### src/rtl/exp_rebias_unit_pkg.sv
// ============================================================================
// Module : exp_rebias_unit_pkg
// Brief  : Shared FPU exponent defaults, saturation limit and FSM encoding.
// Rev    : 1.0
// ============================================================================
`default_nettype none

package exp_rebias_unit_pkg;
    localparam int W_DEFAULT    = 9;
    localparam int EW_DEFAULT   = 8;
    localparam int BIAS_DEFAULT = 127;
    localparam int EXP_MAX      = (1 << EW_DEFAULT) - 1;

    localparam logic [1:0] ST_IDLE = 2'd0;
    localparam logic [1:0] ST_ADD  = 2'd1;
    localparam logic [1:0] ST_ADJ  = 2'd2;
    localparam logic [1:0] ST_DONE = 2'd3;
endpackage

`default_nettype wire

### src/rtl/exp_range_check.sv
// ============================================================================
// Module : exp_range_check
// Brief  : Saturates a signed rebiased exponent into [0, 2^EW-1] with flags.
// Rev    : 1.0
// ============================================================================
`default_nettype none

module exp_range_check
    import exp_rebias_unit_pkg::*;
#(
    parameter int W  = W_DEFAULT,
    parameter int EW = EW_DEFAULT
) (
    input  logic signed [W+1:0] value,
    output logic [EW-1:0]       exp_out,
    output logic                overflow,
    output logic                underflow
);
    localparam int MAX_L = (1 << EW) - 1;

    logic signed [31:0] w_ext;

    assign w_ext = 32'(value);

    // The all-ones code is reserved for Inf, so reaching it already saturates.
    always_comb begin
        overflow  = 1'b0;
        underflow = 1'b0;
        exp_out   = w_ext[EW-1:0];
        if (w_ext >= MAX_L) begin
            overflow = 1'b1;
            exp_out  = EW'(MAX_L);
        end else if (w_ext <= 0) begin
            underflow = 1'b1;
            exp_out   = '0;
        end
    end
endmodule

`default_nettype wire

### src/rtl/exp_rebias_unit.sv
// ============================================================================
// Module : exp_rebias_unit
// Brief  : Multi-cycle exponent rebias/normalise/saturate with ready/ack.
// Rev    : 1.0
// ============================================================================
`default_nettype none

module exp_rebias_unit
    import exp_rebias_unit_pkg::*;
#(
    parameter int W    = W_DEFAULT,
    parameter int EW   = EW_DEFAULT,
    parameter int BIAS = BIAS_DEFAULT
) (
    input  logic          clk,
    input  logic          rst,
    input  logic          load,
    input  logic [W-1:0]  exp_in,
    input  logic          norm_inc,
    input  logic          ack,
    output logic          busy,
    output logic          ready,
    output logic [EW-1:0] exp_out,
    output logic          overflow,
    output logic          underflow
);
    logic [1:0]          r_state;
    logic signed [W-1:0] r_exp;
    logic                r_inc;
    logic signed [W+1:0] r_sum;
    logic [EW-1:0]       r_exp_out;
    logic                r_ovf;
    logic                r_unf;

    logic signed [W+1:0] w_sum;
    logic signed [W+1:0] w_adj;
    logic [EW-1:0]       w_exp_out;
    logic                w_ovf;
    logic                w_unf;

    assign w_sum = {{2{r_exp[W-1]}}, r_exp} + $signed((W+2)'(BIAS));
    assign w_adj = r_sum + $signed({{(W+1){1'b0}}, r_inc});

    exp_range_check #(
        .W  (W),
        .EW (EW)
    ) u_range (
        .value     (w_adj),
        .exp_out   (w_exp_out),
        .overflow  (w_ovf),
        .underflow (w_unf)
    );

    always_ff @(posedge clk) begin
        if (rst) begin
            r_state   <= ST_IDLE;
            r_exp     <= '0;
            r_inc     <= 1'b0;
            r_sum     <= '0;
            r_exp_out <= '0;
            r_ovf     <= 1'b0;
            r_unf     <= 1'b0;
        end else begin
            case (r_state)
                ST_IDLE: begin
                    if (load) begin
                        r_exp   <= $signed(exp_in);
                        r_inc   <= norm_inc;
                        r_state <= ST_ADD;
                    end
                end
                ST_ADD: begin
                    r_sum   <= w_sum;
                    r_state <= ST_ADJ;
                end
                ST_ADJ: begin
                    r_exp_out <= w_exp_out;
                    r_ovf     <= w_ovf;
                    r_unf     <= w_unf;
                    r_state   <= ST_DONE;
                end
                default: begin
                    // Result is held until consumed; a load here is dropped.
                    if (ack) begin
                        r_state <= ST_IDLE;
                    end
                end
            endcase
        end
    end

    assign busy      = (r_state != ST_IDLE);
    assign ready     = (r_state == ST_DONE);
    assign exp_out   = r_exp_out;
    assign overflow  = r_ovf;
    assign underflow = r_unf;
endmodule

`default_nettype wire

### config.mk
export PLATFORM = sky130hd
export DESIGN_NAME = exp_rebias_unit
export DESIGN_NICKNAME = d
export VERILOG_FILES = /design/src/rtl/exp_rebias_unit_pkg.sv /design/src/rtl/exp_range_check.sv /design/src/rtl/exp_rebias_unit.sv
export SDC_FILE = /design/constraint.sdc
export NUM_CORES = 1
export LEC_CHECK = 0
export ABC_CLOCK_PERIOD_IN_PS = 2400
export CAP_MARGIN = 15
export CORE_MARGIN = 4
export CORE_UTILIZATION = 29
export DETAILED_ROUTE_END_ITERATION = 8
export PLACE_DENSITY = 0.46
export SYNTH_ARGS = -nofsm -noshare
export SYNTH_HDL_FRONTEND = slang
export SYNTH_SLANG_ARGS = --single-unit
### constraint.sdc
create_clock -name clk -period 2.4 [get_ports clk]
set_input_delay 0.36 -clock clk [delete_from_list [all_inputs] [get_ports clk]]
set_output_delay 0.36 -clock clk [all_outputs]
set_load 0.01 [all_outputs]
=== Word-level counts from Yosys, hierarchy flattened ===
Cells that the tools add are included.

* $add $sub $neg: 2
* $lt $le $gt $ge: 2
* Equal/unequal tests: 4
* Multiplexer cells: 8
* Reduce and logical (&&, ||, !) cells: 5

{| class="wikitable"
|+ Operator list
! cell !! count
|-
| 2-to-1 mux 8 bit || 2
|-
| adder 11 x 2 -> 11 bit || 1
|-
| >= comparator 11 x 9 -> 1 bit (second input constant) || 1
|-
| <= comparator 11 x 1 -> 1 bit (second input constant) || 1
|-
| adder 9 x 8 -> 10 bit (second input constant) || 1
|-
| case mux 2 bit (3 select lines) || 1
|-
| == test 2 bit (second input constant) || 2
|-
| 2-to-1 mux 2 bit || 2
|-
| AND reduction 2 bit || 2
|-
| nonzero test 4 bit || 1
|-
| 2-to-1 mux 1 bit || 3
|-
| == test 2 x 1 -> 1 bit (second input constant) || 1
|-
| zero test 2 bit || 1
|-
| inequality test 2 bit (second input constant) || 1
|-
| nonzero test 2 bit || 1
|}

* Flip-flop bits (word level): 33
* Output and inout port bits: 12
* Word-level logic and storage cells: 28

=== Logic depth before layout (Yosys ltp) ===
* Word-level depth: 4
* Depth in mapped cells: 8
* Depth with buffers taken out: 7

=== By module ===
Synthesis repeated with hierarchy kept, for this count alone.

* Cell total of the unflattened synthesis: 210
* Area total of the unflattened synthesis: 1707.9 um^2

{| class="wikitable"
|+ Modules (own cells, without submodules)
! module !! times used !! cells an instance !! area an instance (um^2)
|-
| exp_rebias_unit || 1 || 184 || 1569.0
|-
| exp_range_check || 1 || 26 || 138.9
|}

=== Worst setup path after synthesis ===
No wires, ideal clock.

* Kind: flip-flop to flip-flop
* From: register r_inc
* To: register r_ovf (netlist: overflow)
* Library setup time: 0.128 ns
* Data arrival time: 1.590 ns
* Path slack: 0.682 ns
* Cell stages (with the launch flop): 9
* Path buffers: 1
* Clock period less this slack: 1.718 ns
* Cells stage by stage: dfxtp_1 ha_1 ha_1 and3_4 a211oi_1 o21ba_1 buf_6 a31oi_1 o32ai_1

* Cells in the longest elaborated chain, start to end: 3

{| class="wikitable"
|+ Ends and longest elaborated chain
! item !! RTL line !! text
|-
| start, declared || exp_rebias_unit.sv:29 || <nowiki>logic r_inc;</nowiki>
|-
| start signal, assigned || exp_rebias_unit.sv:68 || <nowiki>r_inc <= norm_inc;</nowiki>
|-
| adder 11 x 2 -> 11 bit || exp_rebias_unit.sv:42 || <nowiki>assign w_adj = r_sum + $signed({{(W+1){1'b0}}, r_inc});</nowiki>
|-
| >= comparator 11 x 9 -> 1 bit || exp_range_check.sv:30 || <nowiki>if (w_ext >= MAX_L) begin</nowiki>
|-
| 2-to-1 mux 1 bit || exp_range_check.sv:30 ||
|-
| end signal, assigned || exp_rebias_unit.sv:78 || <nowiki>r_ovf <= w_ovf;</nowiki>
|-
| end, declared || exp_rebias_unit.sv:32 || <nowiki>logic r_ovf;</nowiki>
|}

Every way passes these cells.
A chain may end at the register's enable or synchronous reset.

=== Worst setup path in the final report ===
* From: register r_state[0]
* To: output busy

* Cells in the longest elaborated chain, start to end: 1

{| class="wikitable"
|+ Ends and longest elaborated chain
! item !! RTL line !! text
|-
| start, declared || exp_rebias_unit.sv:27 || <nowiki>logic [1:0] r_state;</nowiki>
|-
| start signal, assigned || exp_rebias_unit.sv:56 || <nowiki>r_state <= ST_IDLE;</nowiki>
|-
| start signal, assigned || exp_rebias_unit.sv:69 || <nowiki>r_state <= ST_ADD;</nowiki>
|-
| start signal, assigned || exp_rebias_unit.sv:74 || <nowiki>r_state <= ST_ADJ;</nowiki>
|-
| nonzero test 2 bit || exp_rebias_unit.sv:92 || <nowiki>assign busy = (r_state != ST_IDLE);</nowiki>
|-
| end, declared || exp_rebias_unit.sv:21 || <nowiki>output logic busy,</nowiki>
|}

Every way passes these cells.

==> impl_metrics.csv <==
group,metric,value,unit
layout,final_common_cell,"dfxtp_1",
job,cap_violations,0,
layout,diodes,0,
clock_network,clock_sinks,32,
timing,skew,0.00272,ns
floorplanning,ios,26,
clock_network,cts_tree,"done",
timing,slew-limit-headroom,75.4,%
critical_path,setup.worst_path.start_class,"flop",
min_path,min_path_cells,2,
floorplanning,start_util,29.8,%
floorplanning,die_area,6890,µm²
min_path,min_path_type,"flop to flop",
detailed_routing,wl_per_cell,12.1,µm
critical_path,timing.rr.end,"exp_out[2]",
clock_network,cts-htree-levels,2,
synthesis,synth_seq_cells,32,
timing,setup_tns,0,ns
timing,rsz0062_at_grt,"no",
synthesis,ys_types,37,
layout,fin_nets,242,
run_status,outcome,"finished, final reports clean",
detailed_routing,via_per_inst,4.57,
global_route,antenna_found_initial,0,
critical_path,crit_fanout,4,
global_route,grt_max_degree,33,
clock_network,clockRootBuffer,"clkbuf_8",
synthesis,ys.flop_type,"dfxtp_1",
timing,period_minus_slack,1.99,ns
timing,fmaxAchievable,503,MHz
layout,synthToLayoutAreaGrowth,24.2,%
detailed_routing,drc_errors,0,
global_route,track_usage,11.0,%
critical_path,cp.required,2.04,ns
critical_path,crit_type,"flop to primary output",
placement,gp_congestion,0.746,
synthesis,seq_area_frac_synth,39.3,%
floorplanning,core,5470,µm²
critical_path,critical_path.endpoint_type,"primary output",
global_route,grt_pass1_vias,1267,
global_route,grt_overflow,0,
placement,port_buffers,25,
synthesis,synthArstFlopShare,0,%
floorplanning,dieWidth,83.0,µm
synthesis,synth_edf_count,0,
min_path,hold_start,"exp_out[6]",
floorplanning,die_y,83.0,µm
synthesis,netlist_instances,197,
clock_network,clock_latency,0.28,ns
timing,worst_pin_slew,0.360,ns
clock_network,cts_buffers,5,
clock_network,cts_setup_buffers,0,
global_route,grt_pass1_wl,6130,µm
critical_path,r2r_start,"r_inc",
clock_network,ctsHoldBuffers,0,
synthesis,ys_warn_count,0,
timing,timing.final.crit_share,82.9,%
timing,timing.final.max_slew_violations,0,
min_path,min_to,"exp_out[6]",
detailed_routing,postRouteAntennaNets,0,
synthesis,syn-cell-area,1630,µm²
detailed_routing,drt-total-wl,3540,µm
clock_network,cts_max_path_buffers,2,
detailed_routing,vias,1338,
pwr,total_leakage_power,0.752,nW
critical_path,worstPathArrival,1.63,ns
placement,post-dp-hpwl,2550,µm
synthesis,syn_area_per_cell,8.28,µm²
detailed_routing,drt_iter0_markers,76,
critical_path,rr_worst_depth,7,
critical_path,reg2reg_setup_slack,0.56,ns
timing,hold_slack,0.467,ns
floorplanning,rows,27,
pwr,p_per_area,795,nW/µm²
layout,layout_common_cells,"dfxtp_1 (32), nand2_1 (29), clkdlybuf4s50_1 (25), a21oi_1 (21), nor2_1 (15)",
layout,fin_util,37.0,%
clock_network,clk_pin_slew,0.06,ns
pwr,vdd_ir_drop_max,0.393,mV
timing,finalHoldViolCount,0,
layout,layout-drive-gt1-share,6.79,%
detailed_routing,firstDrtPassIters,4,
synthesis,syn_nets,219,
timing,setup_violations,0,
clock_network,post_cts_resized,0,
==> state kept, by name, summed over array words and instances (netlist names) <==
signal / cells
underflow: 1
r_exp: 9
r_state: 2
overflow: 1
r_sum: 10
r_inc: 1
exp_out: 8
==> worst max-delay path, stage by stage (launching register included) <==
cell             delay [ns]
dfxtp_1                0.39
inv_1                  0.10
ha_1                   0.24
inv_1                  0.09
clkdlybuf4s50_1        0.53
==> layout make-up <==
| cell class | count | area (µm²) |
|---|---|---|
| Fill cell | 584 | 3450 |
| Multi-Input combinational cell | 147 | 908 |
| Sequential cell | 32 | 641 |
| Timing Repair Buffer | 28 | 273 |
| Clock buffer | 8 | 90.1 |
| Tap cell | 72 | 90.1 |
| Inverter | 6 | 22.5 |
==> logic make-up after synthesis <==
family	Yosys count	share of synthesized area, %
buffers and inverters	18	4.99
flip-flops	32	39.3
multiplexers	2	1.23
adder cells (fa/ha/maj)	8	6.14
XOR/XNOR	13	6.98
AO/OA/AOI/OAI	49	18.3
AND/OR/NAND/NOR	75	23.0
==> metrics by stage <==
stage / area (µm²) / cells / power [mW] / setup slack [ns]
2_1_floorplan: 1630 / 197 / 1.05 / 0.682
3_3_place_gp: 1930 / 285 / 1.20 / 0.581
3_5_place_dp: 1930 / 285 / 1.20 / 0.519
4_1_cts: 2020 / 293 / 1.64 / 0.385
5_1_grt: 2020 / 293 / 1.74 / 0.277
6_report: 2020 / 293 / 1.61 / 0.411
==> routing by layer <==
layer / vias up / global-route usage, % / routed length, µm
li1: 714 / - / -
met1: 592 / 14.0 / 1770
met2: 26 / 16.8 / 1560
met3: 6 / 3.37 / 143
met4: 0 / 5.35 / 59
met5: - / 0 / 0
==> cell usage after synthesis (3+ instances only) <==
master	n	share of area, %
nor3_1	4	1.2
clkbuf_1	7	1.6
nand2b_1	12	4.6
dfxtp_1	32	39
a21oi_1	21	6.4
a311oi_1	3	1.6
ha_1	8	6.1
inv_1	6	1.4
nor2_1	15	3.5
xor2_1	8	4.3
o21ai_1	9	2.8
nand2_1	29	6.7
a211oi_1	6	2.8
xnor2_1	5	2.7
==> power by group <==
part	total, mW	switching (mW)	internal [mW]	leakage [nW]
combinational	0.483	0.252	0.231	0.444
sequential	0.700	0.0906	0.609	0.262
clock	0.427	0.193	0.234	0.0455
total	1.61	0.536	1.07	0.752
==> worst max path at each step <==
stage                          start   endpoint  slack [ns]
after floorplan                r_inc   overflow        0.68
after detailed placement         rst  underflow        0.52
after global placement           rst  underflow        0.58
final                     r_state[0]       busy        0.41
after CTS                 r_state[0]       busy        0.38
after global routing      r_state[0]       busy        0.28
Power figures use the tool's default switching activity.
